$ cat src/rtl/bus_control_unit_pkg.sv
//------------------------------------------------------------------------------
// bus_control_unit_pkg
// Shared encodings for the basic-computer bus control unit.
// Revision: 1.0
//------------------------------------------------------------------------------
`default_nettype none

package bus_control_unit_pkg;

    localparam logic [2:0] SEL_NONE = 3'b000;
    localparam logic [2:0] SEL_AR   = 3'b001;
    localparam logic [2:0] SEL_PC   = 3'b010;
    localparam logic [2:0] SEL_DR   = 3'b011;
    localparam logic [2:0] SEL_AC   = 3'b100;
    localparam logic [2:0] SEL_IR   = 3'b101;
    localparam logic [2:0] SEL_TR   = 3'b110;
    localparam logic [2:0] SEL_MEM  = 3'b111;

    localparam int LD_AR = 0;
    localparam int LD_PC = 1;
    localparam int LD_DR = 2;
    localparam int LD_AC = 3;
    localparam int LD_IR = 4;
    localparam int LD_TR = 5;

    // INR and CLR share this indexing
    localparam int RG_AR = 0;
    localparam int RG_PC = 1;
    localparam int RG_DR = 2;
    localparam int RG_AC = 3;
    localparam int RG_TR = 4;

    localparam logic [2:0] OP_AND  = 3'd0;
    localparam logic [2:0] OP_ADD  = 3'd1;
    localparam logic [2:0] OP_LDA  = 3'd2;
    localparam logic [2:0] OP_STA  = 3'd3;
    localparam logic [2:0] OP_BUN  = 3'd4;
    localparam logic [2:0] OP_BSA  = 3'd5;
    localparam logic [2:0] OP_ISZ  = 3'd6;
    localparam logic [2:0] OP_RREF = 3'd7;

    localparam logic [1:0] ALU_PASS = 2'b00;
    localparam logic [1:0] ALU_AND  = 2'b01;
    localparam logic [1:0] ALU_ADD  = 2'b10;

    localparam int RR_CLA = 11;
    localparam int RR_INC = 5;
    localparam int RR_SPA = 4;
    localparam int RR_SNA = 3;
    localparam int RR_SZA = 2;
    localparam int RR_HLT = 0;

    typedef enum logic [2:0] {
        T0    = 3'd0,
        T1    = 3'd1,
        T2    = 3'd2,
        T3    = 3'd3,
        T4    = 3'd4,
        T5    = 3'd5,
        T6    = 3'd6,
        T_BAD = 3'd7
    } tstate_e;

    typedef struct packed {
        logic [2:0] sel;
        logic [5:0] ld;
        logic [4:0] inr;
        logic [4:0] clr;
        logic       rd;
        logic       wr;
        logic [1:0] alu;
        logic       sc_clr;
        logic       halt;
    } ctrl_t;

    function automatic logic [1:0] alu_for_op(input logic [2:0] op);
        case (op)
            OP_AND:  return ALU_AND;
            OP_ADD:  return ALU_ADD;
            default: return ALU_PASS;
        endcase
    endfunction

endpackage

`default_nettype wire

$ cat src/rtl/bus_control_unit_control_decode.sv
//------------------------------------------------------------------------------
// control_decode
// Combinational map from timing state and latched decode to bus controls.
// Revision: 1.0
//------------------------------------------------------------------------------
`default_nettype none

module control_decode
    import bus_control_unit_pkg::*;
#(
    parameter int ADDR_W = 12
) (
    input  logic              active_i,
    input  logic [2:0]        sc_i,
    input  logic [2:0]        d_i,
    input  logic              i_i,
    input  logic [ADDR_W-1:0] ir_i,
    input  logic              ac_sign_i,
    input  logic              ac_zero_i,
    input  logic              dr_zero_i,
    output ctrl_t             ctrl_o
);

    logic w_skip;
    logic unused_ir;

    assign w_skip = (ir_i[RR_SPA] & ~ac_sign_i) |
                    (ir_i[RR_SNA] &  ac_sign_i) |
                    (ir_i[RR_SZA] &  ac_zero_i);

    assign unused_ir = ^{ir_i[10:6], ir_i[1]};

    always_comb begin
        ctrl_o = '0;
        case (tstate_e'(sc_i))
            T0: begin
                ctrl_o.sel        = SEL_PC;
                ctrl_o.ld[LD_AR]  = 1'b1;
            end
            T1: begin
                ctrl_o.sel        = SEL_MEM;
                ctrl_o.rd         = 1'b1;
                ctrl_o.ld[LD_IR]  = 1'b1;
                ctrl_o.inr[RG_PC] = 1'b1;
            end
            T2: begin
                ctrl_o.sel        = SEL_IR;
                ctrl_o.ld[LD_AR]  = 1'b1;
            end
            T3: begin
                if (d_i != OP_RREF) begin
                    if (i_i) begin
                        ctrl_o.sel       = SEL_MEM;
                        ctrl_o.rd        = 1'b1;
                        ctrl_o.ld[LD_AR] = 1'b1;
                    end
                end else begin
                    ctrl_o.sc_clr = 1'b1;
                    if (!i_i) begin
                        ctrl_o.clr[RG_AC] = ir_i[RR_CLA];
                        // Clear wins over increment so AC never sees both
                        ctrl_o.inr[RG_AC] = ir_i[RR_INC] & ~ir_i[RR_CLA];
                        ctrl_o.inr[RG_PC] = w_skip;
                        ctrl_o.halt       = ir_i[RR_HLT];
                    end
                end
            end
            T4: begin
                case (d_i)
                    OP_AND, OP_ADD, OP_LDA, OP_ISZ: begin
                        ctrl_o.sel       = SEL_MEM;
                        ctrl_o.rd        = 1'b1;
                        ctrl_o.ld[LD_DR] = 1'b1;
                    end
                    OP_STA: begin
                        ctrl_o.sel    = SEL_AC;
                        ctrl_o.wr     = 1'b1;
                        ctrl_o.sc_clr = 1'b1;
                    end
                    OP_BUN: begin
                        ctrl_o.sel       = SEL_AR;
                        ctrl_o.ld[LD_PC] = 1'b1;
                        ctrl_o.sc_clr    = 1'b1;
                    end
                    OP_BSA: begin
                        ctrl_o.sel        = SEL_PC;
                        ctrl_o.wr         = 1'b1;
                        ctrl_o.inr[RG_AR] = 1'b1;
                    end
                    default: ctrl_o.sc_clr = 1'b1;
                endcase
            end
            T5: begin
                case (d_i)
                    OP_AND, OP_ADD, OP_LDA: begin
                        ctrl_o.ld[LD_AC] = 1'b1;
                        ctrl_o.alu       = alu_for_op(d_i);
                        ctrl_o.sc_clr    = 1'b1;
                    end
                    OP_BSA: begin
                        ctrl_o.sel       = SEL_AR;
                        ctrl_o.ld[LD_PC] = 1'b1;
                        ctrl_o.sc_clr    = 1'b1;
                    end
                    OP_ISZ: ctrl_o.inr[RG_DR] = 1'b1;
                    default: ctrl_o.sc_clr = 1'b1;
                endcase
            end
            T6: begin
                ctrl_o.sc_clr = 1'b1;
                if (d_i == OP_ISZ) begin
                    ctrl_o.sel        = SEL_DR;
                    ctrl_o.wr         = 1'b1;
                    ctrl_o.inr[RG_PC] = dr_zero_i;
                end
            end
            default: ctrl_o.sc_clr = 1'b1;
        endcase
        if (!active_i) begin
            ctrl_o = '0;
        end
    end

endmodule

`default_nettype wire

$ cat src/rtl/bus_control_unit.sv
//------------------------------------------------------------------------------
// bus_control_unit
// Run flag, sequence counter and decode latches driving the common bus.
// Revision: 1.0
//------------------------------------------------------------------------------
`default_nettype none

module bus_control_unit
    import bus_control_unit_pkg::*;
#(
    parameter bit AUTO_START = 1'b0,
    parameter int ADDR_W     = 12
) (
    input  logic        clock,
    input  logic        reset,
    input  logic        start,
    input  logic [15:0] ir_in,
    input  logic        ac_sign,
    input  logic        ac_zero,
    input  logic        dr_zero,
    output logic [2:0]  select,
    output logic [5:0]  LD,
    output logic [4:0]  INR,
    output logic [4:0]  CLR,
    output logic        read,
    output logic        write,
    output logic [1:0]  alu_op,
    output logic        busy,
    output logic [2:0]  sc
);

    logic              s_q, s_d;
    tstate_e           sc_q, sc_d;
    logic [2:0]        d_q, d_d;
    logic              i_q, i_d;
    logic [ADDR_W-1:0] ir_q, ir_d;
    ctrl_t             w_ctrl;
    logic              w_active;

    // Gating with reset keeps outputs quiet even when AUTO_START holds S high
    assign w_active = s_q & ~reset;

    control_decode #(
        .ADDR_W (ADDR_W)
    ) u_decode (
        .active_i  (w_active),
        .sc_i      (sc_q),
        .d_i       (d_q),
        .i_i       (i_q),
        .ir_i      (ir_q),
        .ac_sign_i (ac_sign),
        .ac_zero_i (ac_zero),
        .dr_zero_i (dr_zero),
        .ctrl_o    (w_ctrl)
    );

    always_comb begin
        s_d  = s_q;
        sc_d = sc_q;
        d_d  = d_q;
        i_d  = i_q;
        ir_d = ir_q;
        if (s_q) begin
            if (w_ctrl.sc_clr) begin
                sc_d = T0;
            end else begin
                sc_d = tstate_e'(sc_q + 3'd1);
            end
            if (w_ctrl.halt) begin
                s_d = 1'b0;
            end
            if (sc_q == T2) begin
                i_d  = ir_in[15];
                d_d  = ir_in[14:12];
                ir_d = ir_in[ADDR_W-1:0];
            end
        end else if (start) begin
            s_d = 1'b1;
        end
    end

    always_ff @(posedge clock or posedge reset) begin
        if (reset) begin
            s_q  <= AUTO_START;
            sc_q <= T0;
            d_q  <= '0;
            i_q  <= 1'b0;
            ir_q <= '0;
        end else begin
            s_q  <= s_d;
            sc_q <= sc_d;
            d_q  <= d_d;
            i_q  <= i_d;
            ir_q <= ir_d;
        end
    end

    assign select = w_ctrl.sel;
    assign LD     = w_ctrl.ld;
    assign INR    = w_ctrl.inr;
    assign CLR    = w_ctrl.clr;
    assign read   = w_ctrl.rd;
    assign write  = w_ctrl.wr;
    assign alu_op = w_ctrl.alu;
    assign busy   = s_q;
    assign sc     = sc_q;

endmodule

`default_nettype wire

$ cat config.mk
export PLATFORM = sky130hd
export DESIGN_NAME = bus_control_unit
export DESIGN_NICKNAME = d
export VERILOG_FILES = /design/src/rtl/bus_control_unit_pkg.sv /design/src/rtl/bus_control_unit_control_decode.sv /design/src/rtl/bus_control_unit.sv
export SDC_FILE = /design/constraint.sdc
export NUM_CORES = 1
export LEC_CHECK = 0
export ABC_AREA = 1
export CAP_MARGIN = 10
export CORE_MARGIN = 4
export CORE_UTILIZATION = 44
export CTS_CLUSTER_DIAMETER = 120
export DETAILED_ROUTE_END_ITERATION = 10
export PLACE_DENSITY_LB_ADDON = 0.08
export RECOVER_POWER = 50
export REMOVE_ABC_BUFFERS = 1
export SLEW_MARGIN = 20
export SYNTH_ARGS = -nofsm -noshare
export SYNTH_HDL_FRONTEND = slang
export SYNTH_SLANG_ARGS = --single-unit
$ cat constraint.sdc
create_clock -name clock -period 2.51 [get_ports clock]
set_input_delay 0.251 -clock clock [delete_from_list [all_inputs] [get_ports clock]]
set_output_delay 0.251 -clock clock [all_outputs]
set_load 0.02 [all_outputs]
== After elaboration in Yosys (flattened, before gate mapping) ==
Cells that the tools add are included.

* Bits in registers: 20
* Latch bits: 0
* Memory bits (writable): 0
* Bits in read-only memories: 0
* Bits of input ports: 22
* Output and inout bits: 27
* Logic and storage cells: 85
* Memories kept: 0

* Add/subtract/negate cells: 1
* Multipliers: 0
* Div/mod/pow operators: 0
* Magnitude comparators: 0
* Equality and inequality tests: 13
* Shifts and indexed selects: 0
* Muxes and demuxes: 47
* Bitwise logic cells: 10
* Reduce and logical (&&, ||, !) cells: 9

{| class="wikitable"
|+ Operators with widths
! kind !! count
|-
| $mux 1 || 30
|-
| $mux 25 || 1
|-
| $pmux 3 s7 || 1
|-
| $eq 3x3->1 const B || 6
|-
| $eq 3x2->1 const B || 4
|-
| $pmux 3 s4 || 1
|-
| $mux 3 || 3
|-
| $mux 2 || 4
|-
| $eq 3x1->1 const B || 2
|-
| $logic_not 3->1 || 2
|-
| $pmux 1 s2 || 3
|-
| $pmux 1 s3 || 2
|-
| $reduce_or 3->1 || 2
|-
| $and 1x1->1 || 5
|-
| $reduce_or 5->1 || 1
|-
| $pmux 1 s4 || 1
|-
| $pmux 2 s2 || 1
|-
| $reduce_or 2->1 || 2
|-
| $reduce_or 4->1 || 1
|-
| $add 3x1->3 const B || 1
|-
| $ne 3x3->1 const B || 1
|-
| $not 1->1 || 3
|-
| $or 1x1->1 || 2
|-
| $reduce_and 2->1 || 1
|}

== Depth between registers and ports, before layout ==
* Depth after elaboration: 10
* Depth in mapped cells: 11
* Mapped depth without buffers: 11

== Hierarchy ==
A second synthesis with hierarchy kept.

* Cell total of the unflattened synthesis: 194
* Area, all modules: 1362.6 um^2

{| class="wikitable"
|+ Modules (own cells, without submodules)
! module !! instances !! cells each !! area an instance (um^2) !! seq. area each (um^2)
|-
| bus_control_unit || 1 || 96 || 890.9 || 500.5
|-
| control_decode || 1 || 98 || 471.7 || 0.0
|}

== Worst setup path before layout ==
OpenSTA, ideal clock, no wires.

* Path type: reg-to-output
* Start point: register sc_q[0] (netlist: sc[0])
* End point: output INR[3]
* Data arrival time: 1658 ps
* Data required time: 2259 ps
* Path slack: 601 ps
* Cell stages (with the launch flop): 7
* Path buffers: 0
* Cells stage by stage: dfrtp_1 -> ha_1 -> ha_1 -> nand4_1 -> inv_1 -> nand3_1 -> nor3_1

* Word-level cells in the longest chain between the ends: 3

{| class="wikitable"
|+ Ends and longest elaborated chain
! what !! RTL line !! source
|-
| from (decl) || bus_control_unit.sv:33 || <nowiki>tstate_e sc_q, sc_d;</nowiki>
|-
| from (signal assigned) || bus_control_unit.sv:85 || <nowiki>sc_q <= T0;</nowiki>
|-
| from (signal assigned) || bus_control_unit.sv:91 || <nowiki>sc_q <= sc_d;</nowiki>
|-
| $eq 3x2->1 || bus_control_unit_control_decode.sv:35 || <nowiki>case (tstate_e'(sc_i))</nowiki>
|-
| $mux 1 || bus_control_unit_control_decode.sv:35 ||
|-
| $mux 25 || bus_control_unit_control_decode.sv:119 || <nowiki>if (!active_i) begin</nowiki>
|-
| to (decl) || bus_control_unit.sv:23 || <nowiki>output logic [4:0] INR,</nowiki>
|}

Every way passes these cells.

== Final worst setup path ==
* Start point: register sc_q[0] (netlist: sc[0])
* End point: output select[2]

* Word-level cells in the longest chain between the ends: 3
* Elaborated cells between the ends (all ways): 9
* Classes of those cells: 6 x eq/ne; 2 x mux; 1 x reduce/logical

{| class="wikitable"
|+ Ends and longest elaborated chain
! what !! RTL line !! source
|-
| $eq 3x3->1, or another cell as far along || bus_control_unit_control_decode.sv:35 ||
|-
| $pmux 3 s7 * || bus_control_unit_control_decode.sv:35 ||
|-
| $mux 25 * || bus_control_unit_control_decode.sv:119 ||
|-
| to (decl) || bus_control_unit.sv:21 || <nowiki>output logic [2:0] select,</nowiki>
|}

Every way passes the cells marked *; elsewhere a longest branch is shown, timed or not.

==> key figures <==
Status
  • Outcome: finished, final reports clean

Timing
  • Final setup viols: 0
  • Rel. slew slack: 58.11%
  • Crit share post-route: 94.70%
  • Worst-Margin Slew: 0.6265 ns
  • Clk_skew: 0.001176 ns
  • Max Fclk: 0.4207 GHz
  • Fin Setup TNS: 0 ns
  • Slew Viols, Final: 0
  • Min cycle time layout: 2.377 ns
  • Final Hold Vio Count: 0
  • RSZ-0062 raised after global routing: false
  • Worst hold slack: 0.4866 ns

Worst setup path
  • Crit Reg-Reg Startpoint: sc[0]
  • Setup crit start kind: register
  • CP endpoint kind: output pin
  • Slack of the worst reg-to-reg path: 0.69 ns
  • Worst EP required: 2.26 ns
  • Crit path launch: sc[0]
  • Crit-path max FO: 6
  • Critical path class: reg2out
  • Reg-to-Reg End: ir_q[3]
  • R2R depth: 4
  • Crit path arrival time: 2.13 ns
  • Crit path to: select[2]

Logic synthesis
  • Synth top area share: 33.21%
  • Post-synthesis sequential area ratio: roughly 33%
  • Cell taking the most area after synthesis: dfrtp_1
  • Mapped Avg Cell Area: 7.032 µm²
  • Yosys reg bits: 14
  • Mapped Area: roughly 1100 µm²
  • Ranking of synthesized cells by area: dfrtp_1 33%, nand2_1 10%, nor2_1 7.8%
  • Synth unique cells: 24
  • Mapped Cells: 150
  • Ys Warns: 0

Layout
  • Layout cell share with drive strength beyond 1: 9.626%
  • Most common cell after layout, fill and taps aside: nand2_1
  • Non-Filler Instances: about 220
  • Final instance area: 1444 µm²
  • Fill count: 226
  • Diodes inserted: 0
  • Layout Nets: approximately 220
  • Most frequent cells in the layout: 29 x nand2_1, 24 x clkdlybuf4s50_1, 22 x nor2_1
  • Synth-to-Final Area Change: 36.89%

Placement
  • Number of instances in the placed design: roughly 210
  • Placed cell area: 1405 µm²
  • GPL Wtd Cong: 0.8069
  • DP Wirelength: 1874 µm
  • PortBufs: 36

Min path
  • Hold WC Path Type: in2async

Detailed routing
  • Initial DRC Count: 8
  • DR vias: 1020
  • Post-DR wirelength/cell: 10.96 µm
  • Drt drc: 0
  • Total wire length: 2357 µm
  • Via density per instance: 4.744
  • Post-route antenna net violation count: 0
  • Detailed Routing Iterations Pass 1: 4

Die
  • Die Y: 56.96 µm
  • Die ar.: about 3200 µm²
  • Starting Density: a little under half
  • FP Rows: 17
  • Die Wd: 56.96 µm
  • Io pins: 49
  • Core footprint: 2255 µm²

Clock tree
  • CTS sink cnt: 14
  • Skew-Pair Late Insertion Delay: between 0.2 and 0.3 ns
  • CTS buffer count: 3
  • CTS tree: yes
  • H-tree Lvls: 1
  • Root Buffer: clkbuf_4
  • Max clock buf depth: 2
  • Clk pin slew, worst setup/hold paths: 0.08 ns

Global routing
  • Initial antenna violation count: 0
  • First-pass GRT wire length: a little under 4000 µm
  • Total GRT Usage: 15.06%
  • Largest net degree at the start of global routing: 18
  • Overflow after GRT: 0
  • Vias in the first global route: around 950

Power
  • Max IR drop VDD: roughly 0.64 mV
  • Lkg Pwr: 0.8024 nW
  • Total Power: 1.506 mW
  • Power Dens Cells: 1043 nW/µm²

Job
  • Max cap viols: 0
registers in the layout (all words and copies together) (netlist names):
name / cells
ir_q: 6
sc: 3
busy: 1
d_q: 3
i_q: 1
worst min-delay path by stage:
stage / startpoint / to / slack [ns] / cells past startpoint
global route: reset / ir_q[4] / 0.53 / 2
detailed placement: ir_q[4] / ir_q[4] / 0.50 / 1
global placement: ir_q[2] / ir_q[2] / 0.49 / 1
floorplan: reset / busy / 0.14 / 1
finish: reset / ir_q[11] / 0.49 / 2
CTS: reset / ir_q[3] / 0.38 / 2
critical path, stage by stage (launching register included):
cell,delay (ns)
dfrtp_1,0.45
ha_1,0.18
ha_1,0.23
o211ai_2,0.16
nand2_2,0.10
a21oi_1,0.04
nor2_1,0.08
clkdlybuf4s50_1,0.61
repair_timing:
item                                    4_1_cts  5_1_grt
hold buffers                                  0        0
gates resized for setup                       4        6
buffers inserted                              0        0
endpoints found under the setup margin        4        7
synthesized netlist by cell type:
cell type	n
o21ai_2	1
o22ai_1	1
nand2_1	29
nor2_1	22
nand3_1	13
buf_4	7
a21oi_1	12
conb_1	1
buf_6	1
inv_1	19
nor2_2	1
ha_1	5
a31oi_1	1
inv_2	4
o211ai_1	2
nand4_1	2
nor3_1	4
o211ai_2	1
nand3_2	2
o21ai_0	3
mux2_2	3
nand2_2	1
or2_4	1
dfrtp_1	14
logic make-up (layout without fill, tap and decap cells):
kind of cell	Yosys count	in the layout	synth area share (%)
buffers and inverters	31	63	14.23
adder cells (fa/ha/maj)	5	5	5.931
other	1	6	0.3555
AND/OR/NAND/NOR	75	75	31.32
multiplexers	3	3	3.203
AO/OA/AOI/OAI	21	21	11.74
flip-flops	14	14	33.22
area by class of cell:
| class | count | area, µm² | area share, % |
|---|---|---|---|
| Multi-Input combinational cell | 110 | 568.0 | 39.34 |
| Timing Repair Buffer | 36 | 367.9 | 25.48 |
| Tap cell | 28 | 35.03 | 2.426 |
| Sequential cell | 14 | 350.3 | 24.26 |
| Clock buffer | 4 | 36.28 | 2.513 |
| Inverter | 23 | 86.33 | 5.979 |
layer usage:
layer / global-route usage, % / share of wire [%] / routed length [µm] / vias to the layer above
met4: 7.947 / 1.8 / 42 / 0
met3: 2.941 / 6.4 / 150 / 5
met1: 16.85 / 45 / 1066 / 438
li1: - / - / - / 545
met5: 0 / 0 / 0 / -
met2: 26.75 / 47 / 1097 / 32
power breakdown:
part | internal (mW) | total (mW) | switching [mW]
combinational | 0.369 | 0.910 | 0.541
sequential | 0.333 | 0.435 | 0.103
clock | 0.0883 | 0.161 | 0.0727
per-stage QoR:
stage          util, %  setup WS (ns)
2_1_floorplan        -         0.6005
3_3_place_gp     62.32         0.2971
3_5_place_dp     62.32         0.2726
4_1_cts          63.71        0.01163
5_1_grt          64.04       0.007849
6_report         64.04         0.1331
No activity file was read; power rests on OpenSTA's default activity.
==> RTL change 1, RTL diff (same settings) <==
Add an input register stage for `ir_in`, without a reset; this delays it by one clock. The other inputs are not delayed to match.
--- a/src/rtl/bus_control_unit.sv
+++ b/src/rtl/bus_control_unit.sv
@@ -28,6 +28,12 @@
     output logic        busy,
     output logic [2:0]  sc
 );
+
+    logic [15:0] ir_r;
+
+    always_ff @(posedge clock) begin
+        ir_r <= ir_in;
+    end
 
     logic              s_q, s_d;
     tstate_e           sc_q, sc_d;
@@ -70,9 +76,9 @@
                 s_d = 1'b0;
             end
             if (sc_q == T2) begin
-                i_d  = ir_in[15];
-                d_d  = ir_in[14:12];
-                ir_d = ir_in[ADDR_W-1:0];
+                i_d  = ir_r[15];
+                d_d  = ir_r[14:12];
+                ir_d = ir_r[ADDR_W-1:0];
             end
         end else if (start) begin
             s_d = 1'b1;
Function: changed (a bounded check fails within 10 cycles, from zero or initial values and one cycle with reset high).
==> RTL change 1 against the original RTL <==
  * Core utilization is 2.8 points lower
  * Clock power is 68% higher
  * Non-clock buffer count is 2 higher
  * Clock skew is 0.0061 ns higher
  * Sequential cell count is 10 higher
  * Total power is 20% higher
  * Final cell count is 7.0% higher
  * Synthesized area is 19% higher
  * Register-to-register slack better by 0.05 ns
  * Worst setup slack better by 0.025 ns
  * Synthesized cell count is 7.3% higher
  * Final area is 16% higher
  * Wire length is 9.8% higher
  * Critical path type unchanged
  * Largest power group unchanged
==> RTL change 1: results (changes against the original RTL) <==
stage,metric,value,unit,change
outcome,status,"complete, no violations",,
setup_path,critPathMaxStageDelay,0.54,ns,-0.07 ns
logic_synthesis,synth_cell_types,23,,-4.2%
power_and_ir_drop,swShare,42.71,%,-4.9 points
final_layout,final_net_count,227,,+5.6%
power_and_ir_drop,irDropWorstVdd,0.9650,mV,+50%
logic_synthesis,ys_seq_area_share,43.82,%,+11 points
logic_synthesis,synth_area_leaders,"dfrtp_1, dfxtp_1, nand2_1",,
cts,path_clk_slew,0.13,ns,+0.05 ns
global_routing,met2_usage,25.68,%,-1.1 points
routing,m1WireLength,1184,um,+11%
setup_path,r2r-end,ir_q[0]$_DFFE_PP0P_,,
cts,clk_latency,0.31,ns,+0.03 ns
setup_path,crit_fanout,7,,+1
setup_path,arrival,2.10,ns,-0.03 ns
global_routing,grtUsageTotal,15.06,%,about the same
timing,fin_skew,0.007238,ns,+0.006062 ns
final_layout,fillers,284,,+26%
logic_synthesis,ys_async_sr_fraction,58.33,%,-42 points
power_and_ir_drop,p_leak,0.9371,nW,+17%
routing,vias,1137,,+11%
timing,hold_slack,0.4753,ns,-0.01128 ns
routing,wl_per_cell,11.25,um,+2.6%
global_routing,grt.met1_usage,19.48,%,+2.6 points
place,hpwl,2054,um,+9.6%
global_routing,grt_pass1_vias,1076,,+13%
setup_path,r2r_slack,0.74,ns,+0.05 ns
place,place.gp.congestion,0.8452,,+4.7%
power_and_ir_drop,comb-power,928,uW,+2%
routing,drt_iter0_drc,41,,+33
global_routing,grt_first_pass_wirelength,4347,um,+12%
final_layout,regMostFlops,ir_r,,
timing,slew_headroom,46.95,%,-11 points
RTL change 1: cell types whose count changed in the layout (fill, tap and decap cells not counted), moves of 3 or more:
cell / before / now
inv_1: 18 / 15
dlymetal6s2s_1: 5 / 8
nand3_1: 14 / 11
clkdlybuf4s50_1: 24 / 15
dfxtp_1: 0 / 10
a21oi_1: 12 / 17
dlygate4sd3_1: 3 / 11
nor2_1: 22 / 25
RTL change 1: what timing repair did:
action | CTS | global route
setup endpoints to repair | 3 | 8
pin swaps | 0 | 0
resized for setup | 3 | 8
RTL change 1: metrics by stage:
| step | util [%] | instance area (um2) | setup slack [ns] | cells |
|---|---|---|---|---|
| global placement | 59.27 | 1620 | 0.2821 | 226 |
| finish | 61.28 | 1675 | 0.1585 | 230 |
| detailed placement | 59.27 | 1620 | 0.2645 | 226 |
| global route | 61.28 | 1675 | 0.03027 | 230 |
| CTS | 61.14 | 1672 | 0.009051 | 230 |
| floorplan | - | 1206 | 0.6243 | 157 |
RTL change 1: cell type report:
cell class	instances	area [um2]	area share (%)
Multi-Input combinational cell	112	564.3	33.68
Sequential cell	24	551.8	32.93
Timing Repair Buffer	38	389.1	23.23
Inverter	21	78.83	4.705
Tap cell	31	38.79	2.315
Clock inverter	1	30.03	1.792
Clock buffer	3	22.52	1.344
RTL change 1: logic make-up (layout without fill, tap and decap cells):
family | count (synthesis) | in the layout | synth area share, %
AOI/OAI and AO/OA | 21 | 21 | 8.865
other | 1 | 6 | 0.2985
buffers and inverters | 30 | 63 | 11.75
and+or+nand+nor | 77 | 77 | 27.59
DFF | 24 | 24 | 43.82
adders and majority gates | 5 | 5 | 4.980
muxes | 3 | 3 | 2.689
==> RTL change 2, RTL diff (same settings) <==
Without the edit above. Make the reset (`reset`) synchronous in one clocked block.
--- a/src/rtl/bus_control_unit.sv
+++ b/src/rtl/bus_control_unit.sv
@@ -79,7 +79,7 @@
         end
     end
 
-    always_ff @(posedge clock or posedge reset) begin
+    always_ff @(posedge clock) begin
         if (reset) begin
             s_q  <= AUTO_START;
             sc_q <= T0;
Function: differs if reset is asserted again (counterexample within 4 cycles, from zero or initial values and one cycle with reset high); with reset held inactive, the same outputs for 10 cycles.
==> RTL change 2 against the original RTL <==
  * Synthesized area is 7.0% lower
  * Worst setup slack gained 0.052 ns
  * Final area down 5.0%
  * First-iteration DRC count grew to 2.9 times the old value
  * Die area shrank 6.0%
  * Core utilization grew 3.1 points
  * Wire length shrank 4.6%
  * Critical path type unchanged
  * Sequential cell count is the same
Power is not compared: it rests on default switching activity, and its combinational part moved more than twofold at a synthesized area within 25%.
==> RTL change 2: results (changes against the original RTL) <==
stage,metric,value,unit,change
place,placed_cells,215,,+1.9%
final_layout,clk_share,2.646,%,+0.13 points
final_layout,multi_input_area_share,41.42,%,+2.1 points
timing,fin_skew,0.001345,ns,+0.0001692 ns
routing,wl_per_cell,10.26,um,-6.4%
logic_synthesis,synth_area_leaders,"dfxtp_1, nand2_1, a21oi_1",,
place,pre_cts_ws,0.2622,ns,-0.01036 ns
final_layout,drive_above_1_share,5.729,%,-3.9 points
global_routing,grt_max_degree,21,,+3
routing,viasPerCell,4.909,,+3.5%
routing,routed_wl,2248,um,-4.6%
logic_synthesis,yosys_most_used_dff,dfxtp_1,,
place,hpwl,1839,um,-1.9%
setup_path,r2r-start,sc[0]$_SDFFE_PP0P_,,
final_layout,final_cell_area,1371,um2,-5.0%
min_path,hold_end,ir_q[5]$_SDFFE_PP0P_,,
setup_path,arrival,2.07,ns,-0.06 ns
global_routing,grt_pass1_vias,927,,-2.3%
global_routing,grtUsageTotal,14.69,%,-0.37 points
min_path,min_path_type,reg -> reg,,
setup_path,r2r-end,ir_q[0]$_SDFFE_PP0P_,,
global_routing,grt_first_pass_wirelength,3801,um,-2.5%
timing,worst_slew_pin_slew,0.6009,ns,-0.02565 ns
logic_synthesis,ys_async_sr_fraction,0,%,-100 points
logic_synthesis,synthTopCellsByCount,"nand2_1, nor2_1, inv_1",,
final_layout,seq-cell-share,20.62,%,-3.6 points
final_layout,fillers,193,,-15%
routing,drt_iter0_drc,23,,+15
logic_synthesis,ys_seq_area_share,28.57,%,-4.6 points
setup_path,r2r_cells,5,,+1
place,dpl-instance-area,1330,um2,-5.3%
floorplan,rows,16,,-1
place,place.gp.congestion,0.8564,,+6.1%
setup_path,r2r_slack,0.87,ns,+0.18 ns
logic_synthesis,syn_inst,157,,+4.7%
final_layout,multi_input_cells,115,,+4.5%
timing,hold_slack,0.4542,ns,-0.03239 ns
logic_synthesis,synth_cell_types,23,,-4.2%
outcome,status,"complete, no violations",,
-- RTL change 2: changes by cell type in the layout (fill, tap and decap cells not counted), moves of 3 or more --
cell / delta
mux2_2: -3
dlymetal6s2s_1: -3
o21ai_0: +12
clkdlybuf4s50_1: +4
a21oi_1: +5
nand3_1: +3
dfrtp_1: -14
nand2_1: -4
dfxtp_1: +12
-- RTL change 2: cell families after synthesis --
| kind of cell | share of synthesized area, % |
|---|---|
| compound gates | 19.26 |
| fa+ha+maj | 6.378 |
| buf+inv | 15.43 |
| flops | 28.57 |
| other cells | 0.3823 |
| simple gates | 29.98 |
-- RTL change 2: worst max-delay path by stage --
stage | slack (ns) | end | from
floorplan | 0.61 | CLR[3] | sc[0]$_SDFFE_PP0P_
global placement | 0.23 | INR[0] | reset
detailed placement | 0.26 | INR[0] | reset
CTS | 0.01 | INR[3] | sc[0]$_SDFFE_PP0P_
global route | 0.02 | read | sc[0]$_SDFFE_PP0P_
finish | 0.18 | read | sc[0]$_SDFFE_PP0P_
-- RTL change 2: worst max-delay path: stages, from the launching register on --
cell and delay (ns):
dfxtp_2 0.36, inv_1 0.11, ha_1 0.18, nand2_1 0.11
inv_2 0.12, nand3_1 0.13, a31oi_1 0.18, clkdlybuf4s50_1 0.62
-- RTL change 2: timing repair --
action                                  in CTS  in global routing
hold buffers                                 0                  0
endpoints found under the setup margin       2                  5
resized for setup                            2                  5
-- RTL change 2: report_power, final --
group	internal (mW)	switching (mW)
logic	0.0681	0.0898
clock network	0.0882	0.0703
registers	0.236	0.0149
-- RTL change 2: metal layers --
metal  routed length (um)  vias to the layer above  GRT usage [%]
li1                     -                      571              -
met1                 1032                      449          18.30
met2                 1007                       49          25.34
met3                  180                        6          3.030
met4                   27                        0          4.167
met5                    0                        -              0
